File: config.mk
export PLATFORM = sky130hd
export DESIGN_NAME = hex_ascii_serializer
export DESIGN_NICKNAME = d
export VERILOG_FILES = /design/src/rtl/hex_ascii_pkg.sv /design/src/rtl/hex_ascii_serializer.sv
export SDC_FILE = /design/constraint.sdc
export NUM_CORES = 1
export LEC_CHECK = 0
export ABC_AREA = 1
export CAP_MARGIN = 25
export CORE_MARGIN = 2
export CORE_UTILIZATION = 49
export CTS_CLUSTER_SIZE = 25
export DETAILED_ROUTE_END_ITERATION = 7
export GPL_ROUTABILITY_DRIVEN = 1
export PLACE_DENSITY_LB_ADDON = 0.2
export SETUP_SLACK_MARGIN = 0.02
export SLEW_MARGIN = 20
export SYNTH_ARGS = -nofsm -noshare
export SYNTH_HDL_FRONTEND = slang
export SYNTH_SLANG_ARGS = --single-unit
File: constraint.sdc
create_clock -name clk -period 2.7 [get_ports clk]
set_clock_uncertainty 0.15 [all_clocks]
set_input_delay 0.54 -clock clk [delete_from_list [all_inputs] [get_ports clk]]
set_output_delay 0.54 -clock clk [all_outputs]
set_load 0.05 [all_outputs]
File: src/rtl/hex_ascii_pkg.sv
// Shared types, ASCII constants and helpers for the hex ASCII serializer.
package hex_ascii_pkg;

  typedef enum logic [1:0] {IDLE, SEND, CR, LF} state_t;

  localparam logic [7:0] ASCII_0  = 8'h30;
  localparam logic [7:0] ASCII_UA = 8'h41;
  localparam logic [7:0] ASCII_LA = 8'h61;
  localparam logic [7:0] ASCII_CR = 8'h0D;
  localparam logic [7:0] ASCII_LF = 8'h0A;

  // Widest word the leading-zero scan handles; narrower words are zero-extended.
  localparam int MAX_W = 64;

  function automatic logic [7:0] nibble_to_ascii(input logic [3:0] nibble,
                                                 input logic       uppercase);
    if (nibble < 4'd10) return ASCII_0 + {4'd0, nibble};
    return (uppercase ? ASCII_UA : ASCII_LA) + {4'd0, nibble} - 8'd10;
  endfunction

  // Index of the highest non-zero nibble, 0 for an all-zero word.
  function automatic int unsigned msb_nonzero_nibble(input logic [MAX_W-1:0] word);
    int unsigned msb = 0;
    for (int i = 0; i < MAX_W / 4; i++) begin
      if (word[i*4 +: 4] != 4'd0) msb = i;
    end
    return msb;
  endfunction

endpackage

File: src/rtl/hex_ascii_serializer.sv
// Binary word to ASCII hex character stream, MS nibble first, valid/ready on both sides.
// Optional macro HEX_SERIALIZER_CRLF_EN appends CR LF after the last digit of each word.
module hex_ascii_serializer #(
  parameter int DATA_W      = 16,
  parameter bit UPPERCASE   = 1'b1,
  parameter bit SUPPRESS_LZ = 1'b0
) (
  input  logic              clk,
  input  logic              rst,
  input  logic              in_valid,
  output logic              in_ready,
  input  logic [DATA_W-1:0] in_data,
  output logic              out_valid,
  input  logic              out_ready,
  output logic [7:0]        out_char,
  output logic              busy
);
  import hex_ascii_pkg::*;

  localparam int NIB   = DATA_W / 4;
  localparam int IDX_W = (NIB > 1) ? $clog2(NIB) : 1;

  state_t             state_q, state_d;
  logic [DATA_W-1:0]  word_q, word_d;
  logic [IDX_W-1:0]   idx_q, idx_d, start_idx;
  logic               out_valid_d;
  logic [7:0]         out_char_d;

  function automatic logic [3:0] nibble_at(input logic [DATA_W-1:0] w,
                                           input logic [IDX_W-1:0]  i);
    return 4'(w >> {i, 2'b00});
  endfunction

  assign start_idx = SUPPRESS_LZ ? IDX_W'(msb_nonzero_nibble(MAX_W'(in_data)))
                                 : IDX_W'(NIB - 1);

  assign in_ready = (state_q == IDLE);
  assign busy     = (state_q != IDLE);

  // Next character is computed here so out_char is a clean register output.
  always_comb begin
    // NOTE: every output gets a default first so no path leaves it unassigned (no latches).
    state_d     = state_q;
    word_d      = word_q;
    idx_d       = idx_q;
    out_valid_d = out_valid;
    out_char_d  = out_char;
    case (state_q)
      IDLE: begin
        if (in_valid) begin
          word_d      = in_data;
          idx_d       = start_idx;
          state_d     = SEND;
          out_valid_d = 1'b1;
          out_char_d  = nibble_to_ascii(nibble_at(in_data, start_idx), UPPERCASE);
        end
      end
      SEND: begin
        if (out_ready) begin
          if (idx_q != '0) begin
            idx_d      = idx_q - IDX_W'(1);
            out_char_d = nibble_to_ascii(nibble_at(word_q, idx_q - IDX_W'(1)), UPPERCASE);
          end else begin
`ifdef HEX_SERIALIZER_CRLF_EN
            state_d     = CR;
            out_char_d  = ASCII_CR;
`else
            state_d     = IDLE;
            out_valid_d = 1'b0;
            out_char_d  = 8'h00;
`endif
          end
        end
      end
`ifdef HEX_SERIALIZER_CRLF_EN
      CR: begin
        if (out_ready) begin
          state_d    = LF;
          out_char_d = ASCII_LF;
        end
      end
      LF: begin
        if (out_ready) begin
          state_d     = IDLE;
          out_valid_d = 1'b0;
          out_char_d  = 8'h00;
        end
      end
`endif
      default: begin
        state_d     = IDLE;
        out_valid_d = 1'b0;
        out_char_d  = 8'h00;
      end
    endcase
  end

  always_ff @(posedge clk) begin
    // NOTE: state uses non-blocking assignments so all registers update from pre-edge values.
    if (rst) begin
      state_q   <= IDLE;
      word_q    <= '0;
      idx_q     <= '0;
      out_valid <= 1'b0;
      out_char  <= 8'h00;
    end else begin
      state_q   <= state_d;
      word_q    <= word_d;
      idx_q     <= idx_d;
      out_valid <= out_valid_d;
      out_char  <= out_char_d;
    end
  end

endmodule
==> flow_summary.ini <==
[placement]
dp_slack_ns = 0.337
dp.cells = 236
io_buffers = 29
dp_hpwl_um = 2340
routabilityCongestion = 0.837
placed_area_um2 = 1640

[logic_synthesis]
synth-edff-count = 0
syn-num-nets = 207
yosysWarnings = 0
synthDistinctLibCells = 29
synthArstFlopShare_pct = 0
synth_ff_type = dfxtp_1
synth_most_common_cell = o21ai_0
synth_cells = 184
synth.cell_area_um2 = 1370
yosysTopAreaCellShare_pct = 38.1
avgSynthCellArea_um2 = 7.43
synth-seq-cells = 26
yosys-top-cells-area = dfxtp_1 38%, o21ai_0 9.9%, a21oi_1 6.2%
ys_top_cells_by_count = 27 x o21ai_0, 26 x dfxtp_1, 22 x nor2_1, 21 x nand2_1, 17 x a21oi_1
seq_area_frac_synth_pct = 38.1
yosys.area.top_type = dfxtp_1

[min_path]
hold_start = out_char[6]
hold_path_end = out_char[6]
hold_path.class = reg -> reg
min_path_cells = 2

[finish]
fill_cells = 266
final_cells = 240
syn_to_final_growth_pct = 22.5
antennaDiodeCount = 0
nets = 233
drive_gt1_share_pct = 12.9
final_area_um2 = 1680

[critical_path]
crit_slowest_cell = dfxtp_1
worst-r2r-cell-count = 13
worstSetupPathType = reg -> reg
max_stage_delay_ns = 0.56
r2r-end = out_char[2]
crit_arrival_ns = 2.52
r2r-start = idx_q[0]
cp_num_cells = 13
start_kind = register
critPathMaxFanout = 11
reg2reg_setup_slack_ns = 0.31
crit_family = adder cells
critPathBufInv = 4
crit_chain = inv_6, ha_1, inv_2, a21oi_1, o21ai_1, nand2_1, inv_1, ha_1, inv_1, nand3_1, nand4_1, nand3_1, a21oi_1
cp_data_required_time_ns = 2.82
cp-end-kind = register

[clocking]
cts_setup_buffers = 0
clk_latency_ns = 0.32
path_clk_slew_ns = 0.15
post_cts_resized = 0
htreeDepth = 1
postCtsHoldBufs = 0
cts_max_path_buffers = 2
cts_tree = built
cts_sinks = 26
cts_buffers = 3
root_buffer = clkbuf_4

[global_route]
grt_pass1_vias = 1157
grt_use_total_pct = 19.6
grt_pass1_wl_um = 5030
grt_max_degree = 25
grt_antenna_before_repair = 0
overflow = 0

[drt]
antenna_left = 0
drt-initial-drc-count = 39
wl_per_cell_um = 12.8
route.vias.total = 1271
wl_um = 3060
drc = 0
drtPass1Iterations = 4
viasPerCell = 5.30

[die]
ios = 31
die_h_um = 56.8
rows = 19
die_area_um2 = 3230
initial_utilization_pct = 50.5
die_x_um = 56.8
core_area_um2 = 2710

[power]
p_per_area_nw_per_um2 = 597
power.leakage_nw = 0.715
max-vdd-ir-drop_uv = 363

[timing]
setup_viol = 0
hold_viol = 0
max-slew-margin-rel_pct = 59.0
timing.setup.tns_ns = 0
worstMarginPinSlew_ns = 0.615
finalCritPeriodShare_pct = 88.7
period_minus_slack_ns = 2.39
rsz0062_at_grt = false
timing.final.ws_setup_ns = 0.306
max_freq_mhz = 418
drv_slew = 0

[flow_run]
drv_cap = 0

[outcome]
outcome = complete, no violations
[how the worst max path moves through the flow]
stage,from,end,slack [ns]
6_report,idx_q[0],out_char[2],0.31
2_1_floorplan,idx_q[0],out_char[2],0.55
3_5_place_dp,idx_q[0],out_char[2],0.34
4_1_cts,idx_q[0],out_char[2],0.31
3_3_place_gp,idx_q[0],out_char[2],0.44
5_1_grt,idx_q[0],out_char[6],0.12
[worst reg2reg max path, cell delays in order, from the launching register on]
cell,delay (ns)
dfxtp_1,0.56
inv_6,0.11
ha_1,0.44
inv_2,0.10
a21oi_1,0.12
o21ai_1,0.07
nand2_1,0.09
inv_1,0.07
ha_1,0.22
inv_1,0.06
nand3_1,0.07
nand4_1,0.09
nand3_1,0.07
a21oi_1,0.14
[sequential cells by signal, summed over array words and instances, names as in the netlist]
signal	count
idx_q	2
out_char	7
out_valid	1
word_q	16
[routing by layer]
| layer | up-vias | share of wire, % | global-route usage [%] |
|---|---|---|---|
| met3 | 4 | 3.8 | 3.00 |
| met2 | 26 | 48 | 34.7 |
| met1 | 584 | 47 | 24.7 |
| li1 | 657 | - | - |
| met4 | 0 | 0.69 | 4.98 |
| met5 | - | 0 | 0 |
[cell usage in the layout (no fill, tap or decap), types with 2 or more instances in the layout]
cell,netlist,routed
a21oi_1,17,17
a31oi_1,2,2
clkbuf_4,0,3
clkdlybuf4s50_1,0,29
dfxtp_1,26,26
ha_1,3,3
inv_1,15,15
inv_2,4,4
nand2_1,21,21
nand2_2,4,4
nand2_4,6,6
nand3_1,6,6
nand3_2,5,5
nand4_1,2,2
nor2_1,22,22
nor2_2,2,2
o21ai_0,27,27
o21ai_1,5,5
[power breakdown]
part / switching (mW) / total (mW) / internal (mW) / leakage [nW]
Sequential: 0.0235 / 0.443 / 0.419 / 0.216
Combinational: 0.225 / 0.358 / 0.133 / 0.478
Clock: 0.118 / 0.200 / 0.0825 / 0.0210
Total: 0.366 / 1.00 / 0.635 / 0.715
[kinds of logic (layout without fill, tap and decap cells)]
logic type	after synthesis	count (layout)	synth area share, %
AOI/OAI and AO/OA	55	55	21.1
xor gates and xnor gates	1	1	0.641
adders and majority gates	3	3	2.75
buffers and inverters	30	55	10.9
DFF	26	26	38.1
other	1	1	0.274
and+or+nand+nor	68	68	26.3
[per-stage QoR]
step / total power, mW / util (%) / hold slack [ns]
global route: 1.06 / 61.8 / 0.373
CTS: 1.00 / 61.8 / 0.334
finish: 1.00 / 61.8 / 0.332
global placement: 0.800 / 60.5 / 0.302
detailed placement: 0.808 / 60.5 / 0.314
floorplan: 0.720 / - / 0.274
[area by class of cell]
class	instances	area, µm²	share of cell area (%)
Clock buffer	4	36.3	2.17
Inverter	21	83.8	5.00
Multi-Input combinational cell	128	698	41.7
Sequential cell	26	520	31.1
Tap cell	31	38.8	2.32
Timing Repair Buffer	30	298	17.8
Power figures use the tool's default switching activity.
